File: config.mk
export PLATFORM = sky130hd
export DESIGN_NAME = udp_rx_payload_packer_flat
export DESIGN_NICKNAME = d
export VERILOG_FILES = /design/src/rtl/udp_rx_payload_packer_if.sv /design/src/rtl/udp_rx_payload_packer.sv /design/src/flat_wrapper.sv
export SDC_FILE = /design/constraint.sdc
export NUM_CORES = 2
export LEC_CHECK = 0
export ABC_AREA = 1
export CORE_MARGIN = 10
export CORE_UTILIZATION = 45
export CTS_CLUSTER_SIZE = 25
export DETAILED_ROUTE_END_ITERATION = 6
export PLACE_DENSITY_LB_ADDON = 0.2
export SETUP_SLACK_MARGIN = 0.3
export SYNTH_ARGS = -nofsm -noshare
export SYNTH_HDL_FRONTEND = slang
export SYNTH_SLANG_ARGS = --single-unit
export TNS_END_PERCENT = 5
File: constraint.sdc
create_clock -name rgmii_clk -period 4.6 [get_ports rgmii_clk]
set_clock_uncertainty 0.1 [all_clocks]
set_input_delay 0.69 -clock rgmii_clk [delete_from_list [all_inputs] [get_ports rgmii_clk]]
set_output_delay 0.69 -clock rgmii_clk [all_outputs]
set_load 0.005 [all_outputs]
File: src/rtl/udp_rx_payload_packer_if.sv
// Frame output bus of the UDP receive payload packer.
// master: the packer (drives the frame), slave: the consuming user logic.
interface udp_rx_payload_packer_if #(
   parameter int MAX_BYTES = 120,
   parameter int CNT_W     = 16
) ();

   logic                   rx_data_valid;
   logic                   rx_data_ready;
   logic [MAX_BYTES*8-1:0] rx_data;
   logic [CNT_W-1:0]       rx_data_length;
   logic                   rx_trunc;
   logic                   rx_len_err;

   modport master (
      output rx_data_valid,
      output rx_data,
      output rx_data_length,
      output rx_trunc,
      output rx_len_err,
      input  rx_data_ready
   );

   modport slave (
      input  rx_data_valid,
      input  rx_data,
      input  rx_data_length,
      input  rx_trunc,
      input  rx_len_err,
      output rx_data_ready
   );

endinterface

File: src/rtl/udp_rx_payload_packer.sv
// UDP receive payload packer.
// Collects the byte burst from udp_ip_mac_top into one wide left-justified
// word (first byte in the top byte lane) and hands it to the user logic with
// a valid/ready handshake, the stored length, and truncation/length flags.
// Frames that finish while the output is still occupied are counted and lost.
module udp_rx_payload_packer #(
   parameter int MAX_BYTES = 120,
   parameter int CNT_W     = 16
) (
   input  logic                           rgmii_clk,
   input  logic                           rstn,
   input  logic                           udp_rec_data_valid,
   input  logic [7:0]                     udp_rec_rdata,
   input  logic [CNT_W-1:0]               udp_rec_data_length,
   udp_rx_payload_packer_if.master        rx_if,
   output logic [CNT_W-1:0]               rx_drop_cnt
);

   localparam int W     = MAX_BYTES * 8;
   localparam int IDX_W = $clog2(W);

   localparam logic [CNT_W-1:0] MAX_CNT = CNT_W'(MAX_BYTES);
   localparam logic [CNT_W-1:0] ONE_CNT = CNT_W'(1);

   localparam logic [0:0] IDLE = 1'b0;
   localparam logic [0:0] RECV = 1'b1;

   logic [0:0]       state;
   logic             valid_d;
   logic [W-1:0]     asm_buf;
   logic [CNT_W-1:0] byte_cnt;
   logic [CNT_W-1:0] exp_len;
   logic             trunc_pend;

   logic             slot_ok;
   logic [IDX_W-1:0] slot_lsb;
   logic             start;
   logic             commit;
   logic             out_free;

   // Byte lane for the next incoming byte; only meaningful while slots remain
   always_comb begin
      slot_ok  = (byte_cnt < MAX_CNT);
      slot_lsb = '0;
      if (slot_ok) begin
         slot_lsb = IDX_W'((MAX_BYTES - 1 - int'(byte_cnt)) * 8);
      end
   end

   // Frame start needs a rising edge of the strobe; frame end is its fall
   always_comb begin
      start    = (state == IDLE) && udp_rec_data_valid && !valid_d;
      commit   = (state == RECV) && !udp_rec_data_valid;
      out_free = !rx_if.rx_data_valid || rx_if.rx_data_ready;
   end

   // Receive FSM and assembly buffer
   // valid_d resets high so a burst already running at reset release is skipped
   always_ff @(posedge rgmii_clk) begin
      if (!rstn) begin
         state      <= IDLE;
         valid_d    <= 1'b1;
         asm_buf    <= '0;
         byte_cnt   <= '0;
         exp_len    <= '0;
         trunc_pend <= 1'b0;
      end else begin
         valid_d <= udp_rec_data_valid;
         case (state)
            IDLE: begin
               if (start) begin
                  asm_buf    <= {udp_rec_rdata, {(W-8){1'b0}}};
                  byte_cnt   <= ONE_CNT;
                  exp_len    <= udp_rec_data_length;
                  trunc_pend <= 1'b0;
                  state      <= RECV;
               end
            end
            RECV: begin
               if (udp_rec_data_valid) begin
                  if (slot_ok) begin
                     asm_buf[slot_lsb +: 8] <= udp_rec_rdata;
                  end else begin
                     trunc_pend <= 1'b1;
                  end
                  if (byte_cnt != '1) begin
                     byte_cnt <= byte_cnt + ONE_CNT;
                  end
               end else begin
                  state <= IDLE;
               end
            end
            default: state <= IDLE;
         endcase
      end
   end

   // Output register: load on commit when free, else count the drop; handshake clears valid
   always_ff @(posedge rgmii_clk) begin
      if (!rstn) begin
         rx_if.rx_data_valid  <= 1'b0;
         rx_if.rx_data        <= '0;
         rx_if.rx_data_length <= '0;
         rx_if.rx_trunc       <= 1'b0;
         rx_if.rx_len_err     <= 1'b0;
         rx_drop_cnt          <= '0;
      end else if (commit && out_free) begin
         rx_if.rx_data_valid  <= 1'b1;
         rx_if.rx_data        <= asm_buf;
         rx_if.rx_data_length <= slot_ok ? byte_cnt : MAX_CNT;
         rx_if.rx_trunc       <= trunc_pend;
         rx_if.rx_len_err     <= (byte_cnt != exp_len);
      end else begin
         if (commit && (rx_drop_cnt != '1)) begin
            rx_drop_cnt <= rx_drop_cnt + ONE_CNT;
         end
         if (rx_if.rx_data_valid && rx_if.rx_data_ready) begin
            rx_if.rx_data_valid <= 1'b0;
         end
      end
   end

endmodule

File: src/flat_wrapper.sv
// flat-port wrapper written by rule: the top's interface ports become plain ports
module udp_rx_payload_packer_flat 
#(
   parameter int MAX_BYTES = 120,
   parameter int CNT_W     = 16
)
  (rgmii_clk, rstn, udp_rec_data_valid, udp_rec_rdata, udp_rec_data_length, rx_drop_cnt, rx_if_rx_data_valid, rx_if_rx_data, rx_if_rx_data_length, rx_if_rx_trunc, rx_if_rx_len_err, rx_if_rx_data_ready);
  udp_rx_payload_packer_if #(.MAX_BYTES(MAX_BYTES), .CNT_W(CNT_W)) rx_if_i ();
  input  logic rgmii_clk;
  input  logic rstn;
  input  logic udp_rec_data_valid;
  input  logic [7:0] udp_rec_rdata;
  input  logic [CNT_W-1:0] udp_rec_data_length;
  output logic [CNT_W-1:0] rx_drop_cnt;
  output wire logic [$bits(rx_if_i.rx_data_valid)-1:0] rx_if_rx_data_valid;
  output wire logic [$bits(rx_if_i.rx_data)-1:0] rx_if_rx_data;
  output wire logic [$bits(rx_if_i.rx_data_length)-1:0] rx_if_rx_data_length;
  output wire logic [$bits(rx_if_i.rx_trunc)-1:0] rx_if_rx_trunc;
  output wire logic [$bits(rx_if_i.rx_len_err)-1:0] rx_if_rx_len_err;
  input wire logic [$bits(rx_if_i.rx_data_ready)-1:0] rx_if_rx_data_ready;
  assign rx_if_rx_data_valid = rx_if_i.rx_data_valid;
  assign rx_if_rx_data = rx_if_i.rx_data;
  assign rx_if_rx_data_length = rx_if_i.rx_data_length;
  assign rx_if_rx_trunc = rx_if_i.rx_trunc;
  assign rx_if_rx_len_err = rx_if_i.rx_len_err;
  assign rx_if_i.rx_data_ready = rx_if_rx_data_ready;
  udp_rx_payload_packer #(.MAX_BYTES(MAX_BYTES), .CNT_W(CNT_W)) u_core (.rgmii_clk(rgmii_clk), .rstn(rstn), .udp_rec_data_valid(udp_rec_data_valid), .udp_rec_rdata(udp_rec_rdata), .udp_rec_data_length(udp_rec_data_length), .rx_if(rx_if_i), .rx_drop_cnt(rx_drop_cnt));
endmodule
==> summary.md <==
| Metric | Value |
|---|---|
| Status | completed |
| Global-route wire length before repair | 426000 um |
| XOR/XNOR Fraction of Synth Area | 0.157% |
| Largest cells by area after synthesis | dfxtp_1, nor2_1, a21oi_1, o21ai_0, nand3_1 |
| F_max | 237 MHz |
| Worst path slowest cell | ha_2 |
| WL per Instance | 23.8 um |
| GR peak layer | met2 |
| Final worst path period need | 4.21 ns |
| Most frequent cell on the critical path | nand2_1 |
| Post-Syn Area | 0.0725 sq mm |
| Initial antenna violation count | 9 |
| CTS root buf | clkbuf_16 |
| Routed WL | 292000 um |
| Max Transition Viols Final | 0 |
| Adder-cell area share of the yosys netlist | 0.0862% |
| Pwr Density | 402 mW/mm^2 |
| Worst r2r src | u_core.byte_cnt[9] |
| Iter 0 DRT Violations | 7353 |
| Starting Density | 45.2% |
| Largest family of logic cells by synthesized area | simple AND/OR/NAND/NOR gates |
| Worst-case reg-to-reg path depth | 16 |
| Power share of the combinational group | 5.4% |
| Area delta synth->final | 25.9% |
| Number of distinct library cells after synthesis | 45 |
| Gp weighted congestion | 0.904 |
| Core Box Area | 0.160 sq mm |
| Post-synthesis mux area share | 0% |
| Via density | 5.60 |
| Compound-Gate Fraction of Synth Area | 16.6% |
| Switch Pwr | 0.00869 W |
| Htree depth | 4 |
| Die area | 0.178 sq mm |
| I/O pin count | 1023 |
| Max Root-Sink Buffers | 3 |
| RSZ-0062 raised after global routing | true |
| Max VDD drop | 0.394 mV |
| Most instantiated library cell after synthesis | dfxtp_1 |
| Clock-pin slew on the worst setup and hold paths | 0.06 ns |
| Clk network pwr share | 46.1% |
| Mapped Cells | 9231 |
| Post-DP HPWL | 193000 um |
| Arr. time, crit path | 4.76 ns |
| Synth top area share | 54.9% |
| Hold_buf cts | 0 |
| Kind of critical path | reg -> reg |
| Worst EP required | 5.14 ns |
| Final nets | 9936 |
| CTS buffer count | 202 |
| Die width | 421 um |
| Yosys warning count | 0 |
| CTS Sinks | 1990 |
| Vias post-DR | 68600 |
| CP endpoint | u_core.asm_buf[170] |
| DR DRC count | 0 |
| Sw frac | 23.7% |
| Worst Setup Start Kind | flip-flop |
| Fraction of registers with async set/reset | 0% |
| Setup TNS | 0 ns |
| Syn_nets | 9264 |
| Pleak | 34.9 nW |
| Worst Path Max Fanout | 10 |
| ANT nets after route | 0 |
| Post-synth top cells | dfxtp_1, nor2_1, a21oi_1 |
| PortBufs | 1022 |
| Grt ovf | 0 |
| Dominant cell type by area after synthesis | dfxtp_1 |
| R2r endpoint | u_core.asm_buf[170] |
| Crit. Startpoint | u_core.byte_cnt[9] |
| Skew-Pair Late Insertion Delay | 0.85 ns |
| Top FF cell, synth | dfxtp_1 |
| Largest net degree at the start of global routing | 233 |
| Slew margin rel. | 17.6% |
| Yosys reg bits | 1990 |
| Reg2reg setup slack | 0.39 ns |
| Met1 usage | 37.7% |
| GRT Util Overall | 31.0% |
| GRT met2 Usage | 49.5% |
| Fin crit share | 91.6% |
| Sequential Power Share | 48.6% |
| Share of layout cells above drive strength 1 | 6.80% |
| P_int | 0.0280 W |
| Grt met3 use | 6.22% |
| Final Hold Fails | 0 |
| Vias in the first global route | 64600 |
| Synth Area in Simple Gates | 22.9% |
| Max-Cap Viols | 0 |
| Chip height | 421 um |
| Post-synth EDFFs | 0 |
| Worst-Margin Slew | 1.24 ns |
| Crit path cell chain | inv_1 -> nand2_1 -> nor2_8 -> nand2_4 -> inv_4 -> nand2_1 -> ha_2 -> clkinvlp_4 -> nor2_2 -> nand3_1 -> nor2_2 -> nand2_1 -> nor2_4 -> nand2_1 -> nand3_1 -> a21oi_1 |
| Detailed Routing Iterations Pass 1 | 6 |
| Crit end category | flip-flop |
| Max stage delay on crit path | 0.46 ns |
| CTS tree | done |
| Hold WC Path Type | in -> reg |
| Cell Rows | 147 |
| Hold WS | 0.178 ns |
| Register area share after synthesis | 54.9% |
| Final setup viols | 0 |
| Synthesized area per cell | 7.86 sq um |
-- kinds of logic (layout without fill, tap and decap cells) --
logic type      count (synthesis)  after routing
flops                        1990           1990
fa+ha+maj                       5              5
xor+xnor                       13             13
buf+inv                       998           1840
compound gates               2383           2383
simple gates                 3842           3842
other cells                     0              8
-- cell type report --
cell class / instances / area, sq um
Fill cell: 14700 / 69100
Sequential cell: 1990 / 39800
Multi-Input combinational cell: 6243 / 28900
Timing Repair Buffer: 1163 / 11800
Clock buffer: 306 / 6040
Tap cell: 2160 / 2700
Inverter: 303 / 1170
Clock inverter: 68 / 842
Antenna cell: 8 / 20.0
-- worst max-delay path: cells and delay by family, from the launching register on --
kind / cells / cell delay (ns)
buf+inv: 3 / 0.53
compound gates: 1 / 0.09
fa+ha+maj: 1 / 0.46
simple gates: 11 / 2.47
flops: 1 / 0.37
-- worst min-delay path by stage --
stage                                          startpoint                              end  cells past startpoint
after floorplan                       u_core.asm_buf[648]        u_core.rx_if.rx_data[648]                      2
after global placement    u_core.rx_if.rx_data_length[10]  u_core.rx_if.rx_data_length[10]                      2
after detailed placement   u_core.rx_if.rx_data_length[7]   u_core.rx_if.rx_data_length[7]                      2
after CTS                                            rstn           u_core.rx_drop_cnt[11]                      3
after global routing                                 rstn           u_core.rx_drop_cnt[11]                      3
final                                                rstn        u_core.rx_if.rx_data[712]                      3
-- power by group through the flow --
stage / clock network (W) / registers (W) / logic [W]
final: 0.0169 / 0.0178 / 0.00198
after global routing: 0.0177 / 0.0178 / 0.00213
after CTS: 0.0170 / 0.0178 / 0.00197
after detailed placement: 0 / 0.0182 / 0.00195
after global placement: 0 / 0.0182 / 0.00194
after floorplan: 0 / 0.0181 / 0.000917
-- metrics by stage --
step | util, % | power, W | setup WS, ns | area (sq um) | instances
floorplan | - | 0.0190 | 1.11 | 72500 | 9231
global placement | 52.6 | 0.0201 | 0.184 | 84300 | 11900
detailed placement | 52.6 | 0.0201 | 0.143 | 84300 | 11900
CTS | 56.9 | 0.0368 | 0.193 | 91200 | 12200
global route | 56.9 | 0.0377 | 0.165 | 91300 | 12200
finish | 56.9 | 0.0367 | 0.386 | 91300 | 12200
-- state kept, by name (all words and copies together) (netlist names) --
register,flops
u_core.trunc_pend,1
u_core.asm_buf,960
u_core.rx_if.rx_len_err,1
u_core.valid_d,1
u_core.rx_if.rx_data,960
u_core.byte_cnt,16
u_core.state,1
u_core.rx_if.rx_data_valid,1
u_core.rx_drop_cnt,16
u_core.rx_if.rx_trunc,1
u_core.rx_if.rx_data_length,16
u_core.exp_len,16
-- layer usage --
layer / vias to the layer above / share of wire (%)
met5: - / 0
met4: 0 / 7.6
met3: 717 / 7.3
met2: 2925 / 46
met1: 33000 / 39
li1: 32000 / -
-- layout by cell type, fill, tap and decap left out, types with 6 or more instances in the layout --
cell             instances
a21oi_1               1172
buf_12                  41
buf_2                    6
buf_4                  100
bufinv_16               11
clkbuf_1                47
clkbuf_16              204
clkbuf_8                55
clkdlybuf4s50_1       1015
clkinv_2                33
clkinvlp_4               8
dfxtp_1               1989
diode_2                  8
inv_1                  286
inv_2                   11
nand2_1                946
nand2_2                 33
nand2_4                  7
nand3_1                871
nand4_1                 47
nor2_1                1743
nor2_2                  62
nor2_4                  55
nor3_1                  38
nor3_4                  13
nor4_1                   6
o211ai_1                 6
o21ai_0               1165
o21ai_1                 21
xnor2_1                  8
-- what timing repair did --
action | CTS | global route
pin swaps | 0 | 2
setup buffers | 0 | 4
endpoints found under the setup margin | 45 | 310
gates resized for setup | 2 | 10
Power figures use the tool's default switching activity.
